--- src/rtl/cs_alu_mem.sv ---
// cs_alu_mem: computational-storage unit. A DEPTH x WIDTH register-file memory with an
// in-place ALU: mem[addC] = mem[addA] op mem[addB], plus host WRITE and READ commands.
// Commands use a valid/ready handshake, and all inputs are sampled on accept.
//
// Optional feature macro: CS_SATURATE_EN. When it is defined, an ADD with a carry-out
// clamps to all-ones and a SUB with a borrow clamps to zero. When it is undefined,
// results wrap modulo 2^WIDTH.
//
// Ports:
//   CLK        - clock, all state updates on the rising edge
//   RESET      - synchronous active-high reset (clears memory, outputs and FSM)
//   req_valid  - command present
//   req_ready  - unit can accept a command (low only while a compute op executes)
//   OPERATION  - opcode: 0 NOP, 1 WRITE, 2 READ, 3 ADD, 4 SUB, 5 AND, 6 OR, 7 XOR
//   addA/addB  - operand addresses (addA is also the READ address)
//   addC       - destination address for WRITE and compute ops
//   DIN        - write data
//   DOUT       - registered read data, holds the last READ value
//   dout_valid - one-cycle strobe after each READ accept
//   overflow   - carry/borrow of the last ADD/SUB, cleared by logic ops

module cs_alu_mem #(
  parameter int unsigned WIDTH = 8,
  parameter int unsigned DEPTH = 16,
  localparam int unsigned AW   = (DEPTH > 1) ? $clog2(DEPTH) : 1
) (
  input  logic             CLK,
  input  logic             RESET,
  input  logic             req_valid,
  output logic             req_ready,
  input  logic [2:0]       OPERATION,
  input  logic [AW-1:0]    addA,
  input  logic [AW-1:0]    addB,
  input  logic [AW-1:0]    addC,
  input  logic [WIDTH-1:0] DIN,
  output logic [WIDTH-1:0] DOUT,
  output logic             dout_valid,
  output logic             overflow
);

  localparam logic [2:0] OpNop   = 3'd0;
  localparam logic [2:0] OpWrite = 3'd1;
  localparam logic [2:0] OpRead  = 3'd2;
  localparam logic [2:0] OpAdd   = 3'd3;
  localparam logic [2:0] OpSub   = 3'd4;
  localparam logic [2:0] OpAnd   = 3'd5;
  localparam logic [2:0] OpOr    = 3'd6;
  localparam logic [2:0] OpXor   = 3'd7;

  typedef enum logic [0:0] {StIdle, StExec} state_e;

  state_e           state_q;
  logic [WIDTH-1:0] mem_q [DEPTH];
  logic [WIDTH-1:0] op_a_q, op_b_q;
  logic [2:0]       opcode_q;
  logic [AW-1:0]    addr_c_q;
  logic [WIDTH-1:0] dout_q;
  logic             dout_valid_q;
  logic             overflow_q;

  logic [WIDTH:0]   sum, diff;
  logic [WIDTH-1:0] result;
  logic             result_ovf;

  assign req_ready  = (state_q == StIdle);
  assign DOUT       = dout_q;
  assign dout_valid = dout_valid_q;
  assign overflow   = overflow_q;

  // ALU works on the latched operands, so aliasing addC with addA/addB uses the old values.
  always_comb begin
    sum        = {1'b0, op_a_q} + {1'b0, op_b_q};
    diff       = {1'b0, op_a_q} - {1'b0, op_b_q};
    result     = '0;
    result_ovf = 1'b0;
    case (opcode_q)
      OpAdd: begin
        result     = sum[WIDTH-1:0];
        result_ovf = sum[WIDTH];
`ifdef CS_SATURATE_EN
        if (sum[WIDTH]) result = '1;
`endif
      end
      OpSub: begin
        // The top bit of the extended difference is the borrow (A < B).
        result     = diff[WIDTH-1:0];
        result_ovf = diff[WIDTH];
`ifdef CS_SATURATE_EN
        if (diff[WIDTH]) result = '0;
`endif
      end
      OpAnd:   result = op_a_q & op_b_q;
      OpOr:    result = op_a_q | op_b_q;
      OpXor:   result = op_a_q ^ op_b_q;
      default: result = '0;
    endcase
  end

  always_ff @(posedge CLK) begin
    if (RESET) begin
      // Also aborts an op in EXEC: the pending write is dropped.
      state_q      <= StIdle;
      for (int i = 0; i < int'(DEPTH); i++) mem_q[i] <= '0;
      op_a_q       <= '0;
      op_b_q       <= '0;
      opcode_q     <= OpNop;
      addr_c_q     <= '0;
      dout_q       <= '0;
      dout_valid_q <= 1'b0;
      overflow_q   <= 1'b0;
    end else begin
      dout_valid_q <= 1'b0;
      unique case (state_q)
        StIdle: begin
          if (req_valid) begin
            case (OPERATION)
              OpNop:   ;
              OpWrite: mem_q[addC] <= DIN;
              OpRead: begin
                dout_q       <= mem_q[addA];
                dout_valid_q <= 1'b1;
              end
              default: begin
                op_a_q   <= mem_q[addA];
                op_b_q   <= mem_q[addB];
                opcode_q <= OPERATION;
                addr_c_q <= addC;
                state_q  <= StExec;
              end
            endcase
          end
        end
        StExec: begin
          mem_q[addr_c_q] <= result;
          overflow_q      <= result_ovf;
          state_q         <= StIdle;
        end
        default: state_q <= StIdle;
      endcase
    end
  end

endmodule

--- config.mk ---
export PLATFORM = sky130hd
export DESIGN_NAME = cs_alu_mem
export DESIGN_NICKNAME = d
export VERILOG_FILES = /design/src/rtl/cs_alu_mem.sv
export SDC_FILE = /design/constraint.sdc
export NUM_CORES = 1
export LEC_CHECK = 0
export ABC_AREA = 1
export CORE_MARGIN = 8
export CORE_UTILIZATION = 30
export CTS_BUF_LIST = sky130_fd_sc_hd__clkbuf_16
export CTS_CLUSTER_SIZE = 8
export DETAILED_ROUTE_END_ITERATION = 7
export HOLD_SLACK_MARGIN = 0.15
export MAX_ROUTING_LAYER = met4
export SLEW_MARGIN = 15
export SYNTH_ARGS = -nofsm -noshare
export SYNTH_HDL_FRONTEND = slang
export SYNTH_SLANG_ARGS = --single-unit
export TNS_END_PERCENT = 5
--- constraint.sdc ---
create_clock -name CLK -period 2.5 [get_ports CLK]
set_input_delay 0.5 -clock CLK [delete_from_list [all_inputs] [get_ports CLK]]
set_output_delay 0.5 -clock CLK [all_outputs]
set_load 0.05 [all_outputs]
==> results of run 1 <==
[state kept, by name, summed over array words and instances, names as in the netlist]
signal,count
op_a_q,8
opcode_q,3
DOUT,8
dout_valid,1
mem_q,128
op_b_q,8
overflow,1
addr_c_q,4
state_q,1
[final timing paths]
kind              from  cells past startpoint          end
min           overflow                      2     overflow
min reg2reg   overflow                      2     overflow
max reg2reg  op_b_q[0]                      9  mem_q[4][2]
max          op_b_q[0]                      9  mem_q[4][2]
[where the power goes]
| part | internal [mW] | switching (mW) | leakage [nW] |
|---|---|---|---|
| sequential | 3.01 | 0.0699 | 1.60 |
| combinational | 0.445 | 0.815 | 2.97 |
| clock | 1.36 | 1.32 | 0.292 |
[cell usage after synthesis (2+ instances only)]
master	instances	area share
o21ai_0	87	0.044
clkbuf_1	58	0.022
nor2_2	3	0.0019
nor2_1	53	0.020
nand4_1	3	0.0019
inv_4	2	0.0013
nand2_1	170	0.065
ha_1	25	0.032
o21ai_4	4	0.0066
buf_1	7	0.0027
mux2i_1	2	0.0020
nor2_4	4	0.0046
edfxtp_1	128	0.39
o22ai_1	3	0.0019
dfxtp_1	34	0.069
nor2_8	3	0.0061
a21oi_1	196	0.099
and2_1	2	0.0013
fa_1	2	0.0040
or2_1	3	0.0019
nand3b_1	2	0.0015
nand3_1	130	0.066
o211ai_1	72	0.055
or2_2	3	0.0019
buf_2	10	0.0051
inv_2	4	0.0015
nand3_2	4	0.0040
buf_6	2	0.0023
nand3_4	13	0.023
inv_1	151	0.057
[repair_timing]
item / CTS / global route
hold buffers: 0 / 0
setup endpoints to repair: 0 / 1
resized for setup: 0 / 1
[cell type report]
cell class	instances	area share
multi-input cells	792	0.367
well taps	442	0.0456
repair buffers	120	0.115
clock inverters	15	0.0150
clock buffers	17	0.0350
flip-flops and latches	162	0.373
inverters	157	0.0490
[logic make-up (layout without fill, tap and decap cells)]
| family | Yosys count | after routing | share of synthesized area |
|---|---|---|---|
| DFF | 162 | 162 | 0.457 |
| buffers and inverters | 235 | 309 | 0.0929 |
| muxes | 2 | 2 | 0.00202 |
| AOI/OAI and AO/OA | 368 | 368 | 0.211 |
| and+or+nand+nor | 395 | 395 | 0.201 |
| adders and majority gates | 27 | 27 | 0.0357 |
[layer usage]
layer	vias to the layer above	global-route usage
met5	-	-
met1	4203	0.233
met4	0	0.0539
met3	49	0.0264
met2	430	0.256
li1	4244	-
[worst max-delay path, delay by kind of cell, from the launching register on]
| family | cells | cell delay (ns) |
|---|---|---|
| AND/OR/NAND/NOR | 4 | 0.62 |
| adder cells (fa/ha/maj) | 2 | 0.54 |
| flip-flops | 1 | 0.41 |
| buffers and inverters | 2 | 0.27 |
| multiplexers | 1 | 0.26 |
==> metrics.yaml, run 1 <==
status:
  outcome: "finished, final reports clean"
synthesis:
  ys_seq_area_frac: 0.457
  netlist_instances: 1189
  synth_ff_type: "edfxtp_1"
  yosys_warnings: 0
  ys_ff_latch: 162
  async_flop_share: 0
  ys_types: 39
  synth-edff-count: 128
  syn-num-nets: 1242
  syn_area_sq_mm: 0.00989
  syn_area_per_cell_sq_um: 8.32
sta:
  finalCriticalPeriod_ns: 2.35
  drv_slew: 0
  hold_viol_final: 0
  tightest_slew_ns: 0.523
  fmax_ghz: 0.425
  setup_viol: 0
  max_slew_margin: 0.650
  totalNegativeSetupSlack_ns: 0
  rsz0062_at_grt: "false"
  fin_crit_sh: 0.941
  finClkSkew_ns: 0.0123
  whs_ns: 0.476
  worst_slack_ns: 0.148
floorplanning:
  rows: 66
  die-height_um: 198
  ios: 37
  core_area_sq_mm: 0.0325
  start_util: 0.304
  die-area_sq_mm: 0.0390
  die_w_um: 198
global_routing:
  overflow: 0
  grt_pass1_wl_um: 49900
  globalRouteTotalUtil: 0.171
  grt_max_degree: 92
  first_global_vias: 8369
  antenna_found_initial: 0
cts:
  cts_buffers: 17
  clkSinkCount: 162
  cts_tree: "built"
  insertion_delay_ns: 0.44
  clkTransAtPathRegs_ns: 0.07
  cts_setup_buffers: 0
  clk_root_buffer_cell: "clkbuf_16"
  cts_max_path_buffers: 2
  cts_max_level: 4
route:
  vias: 8926
  wl_met2_um: 14400
  viasPerCell: 5.24
  drc: 0
  wl_met1_um: 14300
  top_layer: "met4"
  wl_met3_um: 2660
  dr.pass1.iters: 6
  ant_nets: 0
  wire_per_inst_um: 18.9
  drt-total-wl_um: 32200
  drt_iter0_drc: 984
setup_path:
  end_kind: "flip-flop"
  critPathArrivalTime_ns: 2.54
  critical_path_class: "flip-flop to flip-flop"
  path_cells: "ha_1 -> inv_1 -> fa_1 -> or2_2 -> nand3_1 -> nand4_1 -> mux2i_2 -> buf_12 -> nor2_1"
  crit_slowest_cell: "dfxtp_1"
  rrSetupSlack_ns: 0.15
  start_kind: "flip-flop"
  slowest_delay_ns: 0.41
  cp.required_ns: 2.69
  crit_fanout: 16
layout:
  antenna_cells: 0
  multi_input_area_sq_mm: 0.00446
  design_area_sq_mm: 0.0121
  fill_cells: 3334
  drive_gt1_frac: 0.131
  final_common_cell: "a21oi_1"
  nets: 1303
  fin_util: 0.373
  syn2layout_area_growth_pct: 22.7
  stdcell_count: 1705
  regArea_sq_mm: 0.00452
  layout_common_cells: "196 x a21oi_1, 170 x nand2_1, 151 x inv_1"
placed_design:
  routabilityCongestion: 0.998
  hpwlAfterDp_um: 22300
  pre_cts_ws_ns: -0.160
  port_buffers: 36
  post-place-cells: 1673
  place_area_sq_mm: 0.0115
power_and_ir_drop:
  leakage_nw: 4.85
  power.density_mw_per_mm2: 578
  ir_drop_mv: 0.484
  power_mw: 7.02
run:
  maxCapViolCount: 0
worst_hold_path:
  hold_class: "flip-flop to flip-flop"
No activity file was read; power rests on OpenSTA's default activity.
==> run 2, diff against run 1 <==
--- a/config.mk
+++ b/config.mk
@@ -11,7 +11,6 @@
 export CTS_BUF_LIST = sky130_fd_sc_hd__clkbuf_16
 export CTS_CLUSTER_SIZE = 8
 export DETAILED_ROUTE_END_ITERATION = 7
-export HOLD_SLACK_MARGIN = 0.15
 export MAX_ROUTING_LAYER = met4
 export SLEW_MARGIN = 15
 export SYNTH_ARGS = -nofsm -noshare
==> results of run 2 <==
The final DEF is identical to that of run 1; final timing and power are the same.
==> run 3, diff against run 2 <==
--- a/config.mk
+++ b/config.mk
@@ -5,7 +5,7 @@
 export SDC_FILE = /design/constraint.sdc
 export NUM_CORES = 1
 export LEC_CHECK = 0
-export ABC_AREA = 1
+export ABC_AREA = 0
 export CORE_MARGIN = 8
 export CORE_UTILIZATION = 30
 export CTS_BUF_LIST = sky130_fd_sc_hd__clkbuf_16
==> run 3 against run 2 <==
  * Sequential power hardly changed
  * First-iteration DRC count is 49% lower
  * Routed wire length is 21% lower
  * Synthesized cell count fell by 37%
  * Combinational power decreased by 5%
  * Final area decreased by 2.6%
  * Cell count decreased by 25%
==> metrics.yaml, run 3 <==
power_and_ir_drop:
  power.density_mw_per_mm2: 576
  leakage_nw: 4.19
  ir_drop_mv: 0.533
cts:
  cts_max_path_buffers: 2
  cts_max_level: 4
  insertion_delay_ns: 0.43
  clk_root_buffer_cell: "clkbuf_16"
  clkSinkCount: 162
  cts_hold_buffers: 0
  clkTransAtPathRegs_ns: 0.07
  cts_tree: "built"
  cts_buffers: 17
floorplanning:
  die-area_sq_mm: 0.0372
  ios: 37
  die-height_um: 193
  core_area_sq_mm: 0.0312
  start_util: 0.301
  rows: 65
  die_w_um: 193
run:
  maxCapViolCount: 0
setup_path:
  cp.required_ns: 2.76
  start_kind: "flip-flop"
  critical_path_class: "flip-flop to flip-flop"
  critPathArrivalTime_ns: 2.69
  crit_fanout: 16
  end_kind: "flip-flop"
synthesis:
  ys_seq_area_frac: 0.481
  synth-xor-area-share: 0.00186
  synth_ff_type: "edfxtp_1"
  async_flop_share: 0
  synth_mux_area_frac: 0.201
  ys_types: 67
  syn_area_per_cell_sq_um: 12.6
  synthSimpleGateAreaFrac: 0.139
  synth_top_area_cell: "edfxtp_1"
  synth_top_family_by_area: "multiplexers"
  synth_top_cell_area_share: 0.409
  synth_compound_area_frac: 0.0968
  synth-edff-count: 128
  syn-num-nets: 798
  netlist_instances: 745
  ys_ff_latch: 162
  synth_adder_area_share: 0.0375
  ys_top_cells_by_area: "edfxtp_1 41%, mux4_2 19%, dfxtp_1 7.2%"
  synth.cells.most_frequent: "128 x edfxtp_1, 101 x nor2_1, 81 x mux4_2"
  syn_area_sq_mm: 0.00940
  yosys_warnings: 0
  yosys.cell_count.top_type: "edfxtp_1"
sta:
  worst_slack_ns: 0.0751
  tightest_slew_ns: 1.11
  fmax_ghz: 0.412
  hold_viol_final: 0
  finalCriticalPeriod_ns: 2.42
  rsz0062_at_grt: "true"
  fin_crit_sh: 0.970
  max_slew_margin: 0.260
  finClkSkew_ns: 0.0110
  setup_viol: 0
  drv_slew: 0
global_routing:
  globalRouteTotalUtil: 0.144
  grt_max_degree: 35
  grt_pass1_wl_um: 39200
  antenna_found_initial: 0
  first_global_vias: 6847
  overflow: 0
layout:
  max_flop_register: "mem_q"
  largest_reg_flops: 128
  drive_gt1_frac: 0.335
  antenna_cells: 0
  final_common_cell: "edfxtp_1"
  nets: 911
  fill_cells: 3019
  fin_util: 0.378
  syn2layout_area_growth_pct: 25.7
  design_area_sq_mm: 0.0118
  layout_common_cells: "128 x edfxtp_1, 100 x nor2_1, 88 x buf_4"
route:
  drc: 0
  ant_nets: 0
  wire_per_inst_um: 20.1
  dr.pass1.iters: 5
  vias: 6698
  drt_iter0_drc: 499
  drt-total-wl_um: 25500
  viasPerCell: 5.26
placed_design:
  place_area_sq_mm: 0.0111
  pre_cts_ws_ns: -0.150
  port_buffers: 36
  hpwlAfterDp_um: 19100
  routabilityCongestion: 0.877
status:
  outcome: "finished, final reports clean"
worst_hold_path:
  hold_class: "primary input to flip-flop"
run 3: cell count changes after synthesis, moves of 81 or more:
cell | before | now
mux4_2 | 0 | 81
a21oi_1 | 196 | 33
nand2_1 | 170 | 59
nand3_1 | 130 | 10
o21ai_0 | 87 | 6
inv_1 | 151 | 27
run 3: final timing paths:
check	from	end	slack (ns)	cells after the start
worst min register to register	DOUT[2]	DOUT[2]	0.48	1
worst max-delay path	op_a_q[6]	mem_q[8][6]	0.08	9
worst min-delay path	RESET	opcode_q[0]	0.46	3
worst max register to register	op_a_q[6]	mem_q[8][6]	0.08	9
run 3: metrics by stage:
stage	hold WS [ns]	cells	total power, mW	TNS (ns)
after floorplan	0.466	745	3.80	0
after global placement	0.477	1240	4.26	-15.29
after detailed placement	0.470	1240	4.27	-15.03
after CTS	0.433	1272	6.81	0
after global routing	0.477	1273	7.04	-0.345
final	0.457	1273	6.80	0
run 3: logic make-up after synthesis:
| family | Yosys count |
|---|---|
| xor gates and xnor gates | 2 |
| muxes | 87 |
| AOI/OAI and AO/OA | 120 |
| buffers and inverters | 82 |
| DFF | 162 |
| adders and majority gates | 27 |
| and+or+nand+nor | 265 |
run 3: layout make-up:
type / instances / area (sq um) / share of cell area
Tap cell: 402 / 503 / 0.0426
Clock inverter: 15 / 148 / 0.0125
Sequential cell: 162 / 4530 / 0.383
Multi-Input combinational cell: 501 / 4620 / 0.391
Clock buffer: 17 / 425 / 0.0360
Inverter: 28 / 105 / 0.00889
Timing Repair Buffer: 148 / 1490 / 0.126
run 3: critical path: stages, from the launching register on:
cell and delay [ns]:
dfxtp_1 0.37, inv_1 0.09, ha_2 0.41, buf_4 0.16, inv_1 0.09, or4_1 0.52, nand3_1 0.14, a211oi_4 0.09
buf_12 0.16, nor3_1 0.21
run 3: metal layers:
| layer | vias to the layer above | global-route usage | share of wire | wire length [um] |
|---|---|---|---|---|
| li1 | 3072 | - | - | - |
| met1 | 3360 | 0.178 | 0.42 | 10800 |
| met2 | 231 | 0.237 | 0.49 | 12600 |
| met3 | 35 | 0.0306 | 0.073 | 1850 |
| met4 | 0 | 0.0417 | 0.013 | 325 |
| met5 | - | - | 0 | 0 |
run 3: timing repair:
action | CTS | global route
setup buffers | 0 | 0
gates resized for setup | 9 | 20
cloned | 0 | 1
hold endpoints to repair | 0 | 0
endpoints found under the setup margin | 32 | 80
pin swaps | 0 | 4
run 3: power by group:
group | internal [mW] | switching (mW)
logic | 0.588 | 0.613
clock network | 1.40 | 1.14
registers | 3.00 | 0.0609
total | 4.99 | 1.82
